[config.mk]
export PLATFORM = sky130hd
export DESIGN_NAME = digit_serial_sub_flat
export DESIGN_NICKNAME = d
export VERILOG_FILES = /design/src/rtl/digit_serial_sub_if.sv /design/src/rtl/digit_serial_sub.sv /design/src/flat_wrapper.sv
export SDC_FILE = /design/constraint.sdc
export NUM_CORES = 1
export LEC_CHECK = 0
export CAP_MARGIN = 25
export CORE_MARGIN = 2
export CORE_UTILIZATION = 51
export DETAILED_ROUTE_END_ITERATION = 8
export PLACE_DENSITY = 0.78
export SLEW_MARGIN = 20
export SYNTH_ARGS = -nofsm -noshare
export SYNTH_HDL_FRONTEND = slang
export SYNTH_SLANG_ARGS = --single-unit
[constraint.sdc]
create_clock -name clk -period 3.79 [get_ports clk]
set_input_delay 0.379 -clock clk [delete_from_list [all_inputs] [get_ports clk]]
set_output_delay 0.379 -clock clk [all_outputs]
set_load 0.01 [all_outputs]
[src/rtl/digit_serial_sub_if.sv]
// Handshake and operand/result bundle for the digit-serial subtractor.
// The master drives a request plus operands; the slave returns status and the registered result.
interface digit_serial_sub_if #(
  parameter int WIDTH = 16
);
  logic             start;
  logic [WIDTH-1:0] A;
  logic [WIDTH-1:0] B;
  logic             Bin;
  logic             ready;
  logic             done;
  logic [WIDTH-1:0] D;
  logic             Bout;
  logic             overflow;

  modport master (
    output start, A, B, Bin,
    input  ready, done, D, Bout, overflow
  );

  modport slave (
    input  start, A, B, Bin,
    output ready, done, D, Bout, overflow
  );
endinterface

[src/rtl/digit_serial_sub.sv]
// Digit-serial subtractor: D = A - B - Bin, one DIGIT-bit slice per clock, LSB slice first.
// A single borrow flop links slices; results update only on entry to DONE.
module digit_serial_sub #(
  parameter int WIDTH = 16,
  parameter int DIGIT = 4
) (
  input  logic               clk,
  input  logic               rst,
  digit_serial_sub_if.slave  bus
);
  localparam int N     = WIDTH / DIGIT;
  localparam int CNT_W = (N > 1) ? $clog2(N) : 1;

  typedef enum logic [1:0] {S_IDLE, S_RUN, S_DONE} state_t;

  state_t             state_q, state_d;
  logic [WIDTH-1:0]   a_q, a_d;
  logic [WIDTH-1:0]   b_q, b_d;
  logic [WIDTH-1:0]   res_q, res_d;
  logic               borrow_q, borrow_d;
  logic [CNT_W-1:0]   cnt_q, cnt_d;
  logic               a_msb_q, a_msb_d;
  logic               b_msb_q, b_msb_d;
  logic [WIDTH-1:0]   d_q, d_d;
  logic               bout_q, bout_d;
  logic               ovf_q, ovf_d;

  logic               ready_w;
  logic               done_w;
  logic               load_w;
  logic               last_slice_w;
  logic [DIGIT:0]     slice_w;
  logic [WIDTH+DIGIT-1:0] res_cat_w;

  // State register and all datapath flops
  always_ff @(posedge clk or posedge rst) begin
    if (rst) begin
      state_q  <= S_IDLE;
      a_q      <= '0;
      b_q      <= '0;
      res_q    <= '0;
      borrow_q <= 1'b0;
      cnt_q    <= '0;
      a_msb_q  <= 1'b0;
      b_msb_q  <= 1'b0;
      d_q      <= '0;
      bout_q   <= 1'b0;
      ovf_q    <= 1'b0;
    end else begin
      state_q  <= state_d;
      a_q      <= a_d;
      b_q      <= b_d;
      res_q    <= res_d;
      borrow_q <= borrow_d;
      cnt_q    <= cnt_d;
      a_msb_q  <= a_msb_d;
      b_msb_q  <= b_msb_d;
      d_q      <= d_d;
      bout_q   <= bout_d;
      ovf_q    <= ovf_d;
    end
  end

  // Next-state logic
  always_comb begin
    state_d = state_q;
    case (state_q)
      S_IDLE:  if (bus.start) state_d = S_RUN;
      S_RUN:   if (last_slice_w) state_d = S_DONE;
      S_DONE:  state_d = bus.start ? S_RUN : S_IDLE;
      default: state_d = S_IDLE;
    endcase
  end

  // Outputs depend on state only, so ready never combinationally follows start
  always_comb begin
    ready_w = (state_q == S_IDLE) || (state_q == S_DONE);
    done_w  = (state_q == S_DONE);
  end

  assign load_w       = ready_w && bus.start;
  assign last_slice_w = (cnt_q == CNT_W'(N - 1));
  assign slice_w      = {1'b0, a_q[DIGIT-1:0]} - {1'b0, b_q[DIGIT-1:0]}
                      - {{DIGIT{1'b0}}, borrow_q};
  // New slice enters at the top; after N slices the first one sits at the bottom
  assign res_cat_w    = {slice_w[DIGIT-1:0], res_q};

  always_comb begin
    a_d      = a_q;
    b_d      = b_q;
    res_d    = res_q;
    borrow_d = borrow_q;
    cnt_d    = cnt_q;
    a_msb_d  = a_msb_q;
    b_msb_d  = b_msb_q;
    d_d      = d_q;
    bout_d   = bout_q;
    ovf_d    = ovf_q;
    if (load_w) begin
      a_d      = bus.A;
      b_d      = bus.B;
      borrow_d = bus.Bin;
      cnt_d    = '0;
      a_msb_d  = bus.A[WIDTH-1];
      b_msb_d  = bus.B[WIDTH-1];
    end else if (state_q == S_RUN) begin
      a_d      = a_q >> DIGIT;
      b_d      = b_q >> DIGIT;
      res_d    = res_cat_w[WIDTH+DIGIT-1:DIGIT];
      borrow_d = slice_w[DIGIT];
      cnt_d    = cnt_q + CNT_W'(1);
      if (last_slice_w) begin
        d_d    = res_d;
        bout_d = slice_w[DIGIT];
        ovf_d  = (a_msb_q ^ b_msb_q) & (res_d[WIDTH-1] ^ a_msb_q);
      end
    end
  end

  assign bus.ready    = ready_w;
  assign bus.done     = done_w;
  assign bus.D        = d_q;
  assign bus.Bout     = bout_q;
  assign bus.overflow = ovf_q;

endmodule

[src/flat_wrapper.sv]
// flat-port wrapper written by rule: the top's interface ports become plain ports
module digit_serial_sub_flat 
#(
  parameter int WIDTH = 16,
  parameter int DIGIT = 4
)
  (clk, rst, bus_start, bus_A, bus_B, bus_Bin, bus_ready, bus_done, bus_D, bus_Bout, bus_overflow);
  digit_serial_sub_if #(.WIDTH(WIDTH)) bus_i ();
  input  logic clk;
  input  logic rst;
  input wire logic [$bits(bus_i.start)-1:0] bus_start;
  input wire logic [$bits(bus_i.A)-1:0] bus_A;
  input wire logic [$bits(bus_i.B)-1:0] bus_B;
  input wire logic [$bits(bus_i.Bin)-1:0] bus_Bin;
  output wire logic [$bits(bus_i.ready)-1:0] bus_ready;
  output wire logic [$bits(bus_i.done)-1:0] bus_done;
  output wire logic [$bits(bus_i.D)-1:0] bus_D;
  output wire logic [$bits(bus_i.Bout)-1:0] bus_Bout;
  output wire logic [$bits(bus_i.overflow)-1:0] bus_overflow;
  assign bus_i.start = bus_start;
  assign bus_i.A = bus_A;
  assign bus_i.B = bus_B;
  assign bus_i.Bin = bus_Bin;
  assign bus_ready = bus_i.ready;
  assign bus_done = bus_i.done;
  assign bus_D = bus_i.D;
  assign bus_Bout = bus_i.Bout;
  assign bus_overflow = bus_i.overflow;
  digit_serial_sub #(.WIDTH(WIDTH), .DIGIT(DIGIT)) u_core (.clk(clk), .rst(rst), .bus(bus_i));
endmodule
## Yosys cells after proc, flatten, opt, wreduce, memory -nomap -nowiden

Cells that the tools add are included.

- Add/subtract/negate cells: 3
- Equal/unequal tests: 5
- Muxes and demuxes: 12
- Bitwise gates (word level): 4
- Reductions and logical operators: 7

Operators with widths:

| cell | count |
|---|---|
| $mux 16 | 4 |
| $mux 2 | 4 |
| $pmux 2 s3 | 1 |
| $sub 4x4->5 | 1 |
| $sub 5x1->5 | 1 |
| $eq 2x2->1 const B | 2 |
| $reduce_and 2->1 | 2 |
| $mux 1 | 3 |
| $reduce_and 3->1 | 1 |
| $add 2x1->2 const B | 1 |
| $eq 2x1->1 const B | 1 |
| $logic_not 2->1 | 1 |
| $ne 2x1->1 const B | 1 |
| $ne 2x2->1 const B | 1 |
| $reduce_bool 2->1 | 1 |
| $xor 1x1->1 | 2 |
| $and 1x1->1 | 1 |
| $logic_and 1x1->1 | 1 |
| $logic_or 1x1->1 | 1 |
| $not 1->1 | 1 |

- Register bits after elaboration: 73
- Input bits: 36
- Output and inout bits: 20
- Logic and storage cells: 42

## Longest topological paths before layout

- Depth in word-level cells: 5
- Mapped depth: 8
- Depth with buffers taken out: 8

## Worst setup path after synthesis

No wires, ideal clock.

- Path type: flip-flop to flip-flop
- Start: register u_core.borrow_q
- End: register u_core.ovf_q (netlist: u_core.bus.overflow)
- Setup time: 0.087 ns
- Arrival: 1.837 ns
- Required time: 3.703 ns
- Path slack: 1.866 ns
- Cell stages (with the launch flop): 9
- Buffers on the path: 0
- Clock period less this slack: 1.924 ns
- Cell sequence: dfrtp_1 inv_1 fa_1 inv_1 ha_1 o21ai_0 a21boi_0 or2_2 o211ai_1

- Cells in the longest elaborated chain, start to end: 3

RTL lines:

| item | line | text |
|---|---|---|
| start: declaration | digit_serial_sub.sv:20 | `logic borrow_q, borrow_d;` |
| start signal: assignment | digit_serial_sub.sv:54 | `borrow_q <= borrow_d;` |
| $sub 5x1->5 | digit_serial_sub.sv:84 | `- {{DIGIT{1'b0}}, borrow_q};` |
| $xor 1x1->1 | digit_serial_sub.sv:115 | `ovf_d = (a_msb_q ^ b_msb_q) & (res_d[WIDTH-1] ^ a_msb_q);` |
| $and 1x1->1 | digit_serial_sub.sv:115 |  |
| end signal: assignment | digit_serial_sub.sv:60 | `ovf_q <= ovf_d;` |
| end: declaration | digit_serial_sub.sv:26 | `logic ovf_q, ovf_d;` |

Every way passes these cells.
A chain may end at the register's enable or synchronous reset.

## Worst setup path after layout

- Start: register u_core.state_q[0]
- End: register u_core.a_q[15]

- Cells in the longest elaborated chain, start to end: 4
- Elaborated cells on any way between the ends: 7
- Classes of those cells: eq/ne: 2; mux: 1; reduce/logical: 4

RTL lines:

| item | line | text |
|---|---|---|
| start: declaration | digit_serial_sub.sv:16 | `state_t state_q, state_d;` |
| start signal: assignment | digit_serial_sub.sv:50 | `state_q <= state_d;` |
| $eq 2x2->1 / $logic_not 2->1 (equally long branches) | digit_serial_sub.sv:77 | `ready_w = (state_q == S_IDLE) \|\| (state_q == S_DONE);` |
| $logic_or 1x1->1 | digit_serial_sub.sv:77 |  |
| $logic_and 1x1->1 | digit_serial_sub.sv:81 | `assign load_w = ready_w && bus.start;` |
| $mux 16 / $reduce_bool 2->1 (equally long branches) | -- |  |
| end signal: assignment | digit_serial_sub.sv:39 | `a_q <= '0;` |
| end signal: assignment | digit_serial_sub.sv:51 | `a_q <= a_d;` |
| end: declaration | digit_serial_sub.sv:17 | `logic [WIDTH-1:0] a_q, a_d;` |

Several ways; a longest one is shown, not always the timed one.

==> results.tsv <==
metric	value	unit
status	complete, no violations	
cts_tree	built	
cp.required	4.02	ns
die_w	80.2	um
avgViaCountPerCell	5.28	
seq_power_share	38.5	%
grt_pass1_vias	2086	
whs	0.478	ns
r2r_cells	3	
clk-insertion-delay-late	0.34	ns
fp.dieH	80.2	um
avgSynthCellArea	10.6	um^2
groute.usage.overall	19.6	%
dp.cells	393	
r2r_setup_slack	1.70	ns
p_int	0.00213	W
hp-class	reg -> reg	
swShare	36.2	%
rows	27	
cts_hold_repair.buffers	0	
synth-seq-cells	69	
syn_to_final_growth	26.6	%
cts_setup_buffers	0	
drv_cap	0	
clkPwrFrac	18.5	%
dieArea	6420	um^2
final-setup-viol-count	0	
core-area	5540	um^2
cp_max_fo	44	
ys_seq_area_share	58.4	%
fillers	448	
numPortBuffers	55	
htree_levels	3	
p_switching	0.00121	W
cts_root_buf	clkbuf_8	
post-route-util	67.6	%
ys_types	31	
cts_resized	0	
slew_viol_final	0	
hold_violations	0	
tightest_slew	0.964	ns
place_congestion	0.765	
p_per_area	892	nW/um^2
clock_skew	0.00763	ns
r2r_end	u_core.a_q[15]$_DFFE_PP0P_	
vias	2160	
max_slew_margin	35.6	%
path_clk_slew	0.07	ns
cts_buffer_depth	2	
setup_tns	0	ns
gr-total-overflow	0	
wire_per_inst	13.5	um
startpoint_type	flip-flop	
cts_buffers	9	
cp.arrival	2.32	ns
drive_above_1_share	11.0	%
antenna_found_initial	0	
syn-cell-area	2960	um^2
fin_nets	377	
end_kind	flip-flop	
synth_nets	325	
drtPass1Iterations	4	
hold_end	u_core.a_q[7]$_DFFE_PP0P_	
max_freq	478	MHz
start_util	53.4	%
r2r_start	u_core.state_q[0]$_DFFE_PP0P_	
num_io_pins	56	
power.leakage	1.76	nW
syn_inst	280	
cts.sinks	69	
antenna_left	0	
p_total	0.00334	W
antenna_cells	0	
grt_max_degree	57	
yosys_warnings	0	
grt_pass1_wl	9650	um
crit_type	reg -> reg	
combPwrFrac	43.0	%
fin_cells	409	
drc	0	
peakVddDrop	351	uV
min_path_cells	2	
place_hpwl	3730	um
routed_wl	5500	um
min_period	2.09	ns
period_share	55.2	%
rsz0062_at_grt	no	
worstHoldStart	u_core.a_q[7]$_DFFE_PP0P_	
dr.first_iter.drc_count	126	
==> layout by cell type, fill, tap and decap left out, drive strengths merged, types with 3 or more instances in the layout <==
master	netlist	layout
a31oi	4	4
dfrtp	69	69
a22o	6	6
nand2	85	85
ha	7	7
nor2	8	8
o21ai	11	11
clkdlybuf4s50	0	55
xnor2	3	3
clkinv	0	3
inv	11	11
clkbuf	2	12
a221o	4	4
a22oi	14	14
nor2b	4	4
a21oi	5	5
mux2	13	13
nor3	6	6
==> worst max-delay path by stage <==
stage                                       endpoint  slack (ns)                          start  cells after the start
after floorplan           u_core.a_msb_q$_DFFE_PP0P_        1.67                            rst                      1
after global placement    u_core.b_q[15]$_DFFE_PP0P_        1.73                      bus_start                      4
after detailed placement  u_core.a_q[15]$_DFFE_PP0P_        1.70                      bus_start                      4
after CTS                 u_core.a_q[15]$_DFFE_PP0P_        1.69  u_core.state_q[0]$_DFFE_PP0P_                      3
after global routing      u_core.b_q[15]$_DFFE_PP0P_        1.50  u_core.state_q[0]$_DFFE_PP0P_                      3
final                     u_core.a_q[15]$_DFFE_PP0P_        1.70  u_core.state_q[0]$_DFFE_PP0P_                      3
==> cells in the mapped netlist <==
cell type / count / area share, %
inv_1: 11 / 1.4
a21oi_1: 5 / 0.85
nor2b_1: 4 / 0.85
nand2_1: 85 / 11
nor3b_1: 1 / 0.25
dfrtp_1: 69 / 58
a211oi_1: 1 / 0.25
a31oi_1: 4 / 0.85
or2_2: 1 / 0.21
mux2_2: 13 / 4.9
nor2_1: 7 / 0.89
nor3_1: 6 / 1.0
a21boi_0: 1 / 0.25
clkbuf_1: 2 / 0.25
o211ai_1: 1 / 0.25
buf_4: 3 / 0.76
nor2_2: 1 / 0.21
buf_6: 1 / 0.38
o21ai_0: 11 / 1.9
a22oi_1: 14 / 3.6
nand2b_1: 2 / 0.42
ha_1: 7 / 3.0
fa_1: 2 / 1.4
a221o_1: 4 / 1.4
xnor2_1: 3 / 0.89
o22ai_1: 2 / 0.42
a22o_1: 6 / 1.8
nand3b_2: 1 / 0.38
buf_2: 10 / 1.7
and3b_1: 1 / 0.30
nand3b_1: 1 / 0.25
==> area by class of cell <==
type / instances / area, um^2 / share of cell area (%)
inverter: 11 / 43.8 / 1.17
clock inverter: 4 / 45.0 / 1.20
timing repair buffer: 57 / 566 / 15.1
tap: 72 / 90.1 / 2.41
sequential: 69 / 1730 / 46.1
multi-input combinational: 184 / 1110 / 29.6
clock buffer: 12 / 165 / 4.41
==> sequential cells by signal, indices dropped and copies added (netlist names) <==
register and cells:
u_core.a_msb_q 1, u_core.a_q 16, u_core.b_msb_q 1, u_core.b_q 16, u_core.borrow_q 1, u_core.bus.Bout 1, u_core.bus.D 16, u_core.bus.overflow 1
u_core.cnt_q 2, u_core.res_q 12, u_core.state_q 2
==> metrics by stage <==
step / cell area (um^2) / setup slack [ns]
final: 3740 / 1.70
after global routing: 3740 / 1.50
after CTS: 3740 / 1.69
after detailed placement: 3530 / 1.70
after global placement: 3530 / 1.73
after floorplan: 2960 / 1.67
==> critical path: stages, from the launching register on <==
cell	delay, ns
dfrtp_1	0.46
nor2b_4	0.84
nor2_2	0.38
a22o_1	0.29
==> per-layer routing <==
layer  up-vias  global-route usage, %  share of wire (%)
li1       1044                      -                  -
met1      1043                   26.5                 47
met2        62                   30.3                 46
met3        11                   4.16                4.4
met4         0                   9.49                1.9
met5         -                      0                  0
==> kinds of logic after synthesis <==
family,share of synthesized area [%]
muxes,4.95
DFF,58.4
and+or+nand+nor,15.6
buffers and inverters,4.48
adders and majority gates,4.31
AOI/OAI and AO/OA,11.4
xor gates and xnor gates,0.888
==> power groups by stage <==
| stage | sequential (W) | clock, W | combinational, W |
|---|---|---|---|
| floorplan | 0.00129 | 0 | 0.00102 |
| detailed placement | 0.00130 | 0 | 0.00145 |
| CTS | 0.00129 | 0.000633 | 0.00145 |
| finish | 0.00128 | 0.000619 | 0.00144 |
| global route | 0.00133 | 0.000666 | 0.00164 |
| global placement | 0.00128 | 0 | 0.00140 |
No activity file was read; power rests on OpenSTA's default activity.
==> edit 1: new RTL, config.mk and constraints unchanged <==
Re-encode `state_t` (3 states) as one-hot, 3 bits wide.
--- a/src/rtl/digit_serial_sub.sv
+++ b/src/rtl/digit_serial_sub.sv
@@ -13,3 +13,3 @@
 
-  typedef enum logic [1:0] {S_IDLE, S_RUN, S_DONE} state_t;
+  typedef enum logic [2:0] {S_IDLE = 3'b001, S_RUN = 3'b010, S_DONE = 3'b100} state_t;
 
Formal check against the unedited RTL: no difference found for any inputs over 10 cycles, from zero or initial values and one cycle with rst high; not proved beyond that.
==> edit 1 against the unedited design <==
Worst setup slack lost 0.034 ns; largest power group is now registers; largest cell class unchanged; die area grew 4.1%; cell area is 2.8% higher; sequential cell count up 1; combinational power down 16%; routed wire length is 1.5% lower; power decreased by 9.5%; critical path type is now flip-flop to output port; count of clock-buffer cells in the layout unchanged; area after synthesis grew 4.4%; non-clock buffer count increased by 4.
==> edit 1: results (changes against the unedited design) <==
Total Power 3023 uW (-9.5%); Placed Area 3679 um2 (+4.1%); dpl cells 373 (-5.1%); Final Instance Count excl. Fillers 387 (-5.4%); Hold Crit Class input port to asynchronous set/reset pin; R2R depth 7 (+4); sequential area share after synthesis 0.5679 (-0.01586); Max IR drop VDD 0.0003372 V (-3.9%); nonclk buf count 61 (+7.0%); sequential cell count 70 (+1.4%); DP HPWL 3.784 mm (+1.6%); period utilization 0.5609 (+0.008902); Clock-cell share 0.04421 (-0.01192); dpl ws 1.669 ns (-0.02770 ns); share of power burned in registers 0.420 (+0.035); vias in the first global route 2075 (-0.53%); Synth Area in XOR/XNOR 0.02027 (+0.01138); share of layout cells above drive strength 1 0.1250 (+0.01521); status completed; Multi-input comb cells 156 (-15%); Comb. pwr 1210 uW (-16%); Arrival @ worst endpoint 1.75 ns (-0.57 ns); Via Count 2072 (-4.1%); most instantiated cells after synthesis 69 x dfrtp_1, 39 x nand2_1, 32 x a22o_1; Worst Setup EP bus_ready; adder-cell share of the synthesized area 0.04135 (-0.001801); Worst Skew 0.004170 ns (-0.003457 ns); compound-cell area share of the yosys netlist 0.1812 (+0.06698); synth top area cells dfrtp_1 56%, a22o_1 9.1%, a21o_1 5.8%, mux2_2 5.5%, nand2_1 4.7%; Worst Hold Slack 0.4060 ns (-0.07222 ns); WL final 5.421 mm (-1.5%); Final #Nets 354 (-6.1%); RR Startpoint u_core.borrow_q$_DFFE_PP0P_; area of the multi-input gates 1179 um2 (+6.3%); largest net degree at the start of global routing 39 (-32%); syn avg cell area 12.15 um2 (+15%); Max-slew headroom 0.5969 (+0.2413); gp weighted congestion 0.8092 (+5.8%); Setup crit start u_core.state_q[0]$_DFFE_PP1P_; Antenna diodes 0 (unchanged); Non-clock buffering overhead 0.1590 (+0.007954); crit-path max FO 7 (-84%); post-synthesis net count 299 (-8.0%); reg-to-reg critical path endpoint u_core.borrow_q$_DFFE_PP0P_; Starting DRT DRC Count 118 (-6.3%); Leak Pwr 0.001943 uW (+10%); cell-internal power 2004 uW (-6.0%)
edit 1: cell count changes in the layout (fill, tap and decap cells not counted), moves of 3 or more:
cell | unedited run | this run
nand2_1 | 85 | 39
a22o_1 | 6 | 32
a21o_1 | 0 | 24
a22oi_1 | 14 | 0
nor3_1 | 6 | 0
nor2_1 | 7 | 2
a221o_1 | 4 | 0
a31oi_1 | 4 | 0
a21oi_1 | 5 | 2
clkbuf_1 | 0 | 3
clkbuf_8 | 12 | 9
edit 1: worst max-delay path, stage by stage (launching register included):
cell and delay [ns]:
dfstp_2 0.66, xnor2_4 0.11, nor2_1 0.10, clkdlybuf4s50_1 0.54
edit 1: per-layer routing:
| metal | GRT usage | wire [um] |
|---|---|---|
| met1 | 0.2261 | 2410 |
| met2 | 0.3057 | 2566 |
| met3 | 0.07143 | 350 |
| met4 | 0.07500 | 94 |
| met5 | 0 | 0 |
==> edit 2: new RTL, same settings <==
Made on the original files. `DIGIT` is set to 4 in 2 places; all go to 8.
--- a/src/rtl/digit_serial_sub.sv
+++ b/src/rtl/digit_serial_sub.sv
@@ -4,3 +4,3 @@
   parameter int WIDTH = 16,
-  parameter int DIGIT = 4
+  parameter int DIGIT = 8
 ) (
--- a/src/flat_wrapper.sv
+++ b/src/flat_wrapper.sv
@@ -4,3 +4,3 @@
   parameter int WIDTH = 16,
-  parameter int DIGIT = 4
+  parameter int DIGIT = 8
 )
Check against the original RTL: not equivalent (Yosys sat finds a counterexample within 4 cycles, from zero or initial values and one cycle with rst high).
==> edit 2 against the unedited design <==
Highest routed layer unchanged; worst setup slack worse by 0.36 ns; worst hold slack got worse by 0.18 ns; sequential cell count down 5; power is 15% higher; area after synthesis down 0.59%; routed wire length grew 2.8%; cell area grew 1.6%; synthesized cell count fell by 4.3%.
==> edit 2: results (changes against the unedited design) <==
R2R depth 8 (+5); Yosys cell types 37 (+19%); reg-to-reg critical path endpoint u_core.bus.Bout$_DFFE_PP0P_; Starting DRT DRC Count 109 (-13%); wire length on met2 2.521 mm (-1.1%); share of layout cells above drive strength 1 0.1182 (+0.008390); status completed; Leak Pwr 0.001762 uW (+0.14%); invs w/o clock 23 (+12); max incr delay on CP 0.48 ns (-0.36 ns); drt first pass iters 4 (unchanged); Root Driver clkbuf_8; met1 Resource Use GR 0.2686 (+0.003552); Non-clock buffering overhead 0.1578 (+0.006772); Seq area share 0.4208 (-0.04030); Max-slew headroom 0.6094 (+0.2537); nonclk buf count 60 (+5.3%); Multi-input comb cells 167 (-9.2%); met3 wire len 316 um (+30%); synth top area cells dfrtp_1 54%, ha_1 6.0%, nand2_1 5.2%, a22o_1 4.8%, mux2_2 4.2%; Port Buffers 55 (unchanged); Hold Crit Class input port to asynchronous set/reset pin; met2 GRT Util 0.3142 (+0.01167); Worst Hold Slack 0.3001 ns (-0.1781 ns); post-synthesis net count 320 (-1.5%); post-synthesis mux area share 0.04213 (-0.007365); largest net degree at the start of global routing 46 (-19%); R2R Setup Slk 1.34 ns (-0.36 ns); Via Count 2168 (+0.37%); WL final 5.658 mm (+2.8%); Crit-path slowest cell fa_1; Post-CTS Setup Inserts 0 (unchanged); crit-path max FO 4 (-91%); sequential area share after synthesis 0.5447 (-0.03908); Num Clock Sinks 64 (-7.2%); Clock-cell share 0.06312 (+0.006985); Synth Area in XOR/XNOR 0.01787 (+0.008989); final-layout fill cell count 432 (-3.6%); Arrival @ worst endpoint 2.73 ns (+0.41 ns); first-pass GRT wire length 10.01 mm (+3.7%); RR Startpoint u_core.borrow_q$_DFFE_PP0P_; adder-cell share of the synthesized area 0.07319 (+0.03004); M3 GR Usage 0.07014 (+0.02856); DP HPWL 3.939 mm (+5.7%); Worst Skew 0.005031 ns (-0.002595 ns); Max IR drop VDD 0.0004612 V (+31%); gp weighted congestion 0.8255 (+7.9%); multi-input combinational area share 0.3120 (+0.01594); Routed WL per cell 14.07 um (+4.6%); most instantiated cells after synthesis 64 x dfrtp_1, 41 x nand2_1, 23 x inv_1; DRT met1 WL 2.690 mm (+3.2%)
## edit 2: power by group
part	total, uW	switching [uW]	internal (uW)
sequential	1200	185	1020
clock	682	258	424
combinational	1960	1050	909
total	3840	1490	2350
## edit 2: worst max path at each step
stage	end	cells after the start	from	slack, ns
2_1_floorplan	u_core.borrow_q$_DFFE_PP0P_	8	u_core.borrow_q$_DFFE_PP0P_	1.62
3_3_place_gp	u_core.borrow_q$_DFFE_PP0P_	8	u_core.borrow_q$_DFFE_PP0P_	1.52
3_5_place_dp	u_core.bus.Bout$_DFFE_PP0P_	8	u_core.borrow_q$_DFFE_PP0P_	1.39
4_1_cts	u_core.bus.Bout$_DFFE_PP0P_	8	u_core.borrow_q$_DFFE_PP0P_	1.36
5_1_grt	u_core.bus.Bout$_DFFE_PP0P_	8	u_core.borrow_q$_DFFE_PP0P_	1.17
6_report	u_core.bus.Bout$_DFFE_PP0P_	8	u_core.borrow_q$_DFFE_PP0P_	1.34
## edit 2: through the flow
step	cell area [um2]	worst slack, ns
5_1_grt	3806	1.174
6_report	3806	1.336
3_3_place_gp	3546	1.523
4_1_cts	3786	1.359
3_5_place_dp	3546	1.387
2_1_floorplan	2940	1.621
## edit 2: logic make-up after synthesis
kind of cell,Yosys count
compound gates,63
xor+xnor,6
fa+ha+maj,16
buf+inv,37
flops,64
mux,11
simple gates,71
## edit 2: worst max-delay path, delay by kind of cell (launching register included)
kind | cells | cell delay [ns]
buffers and inverters | 1 | 0.07
AOI/OAI and AO/OA | 3 | 0.81
adders and majority gates | 2 | 0.90
DFF | 1 | 0.37
and+or+nand+nor | 2 | 0.25
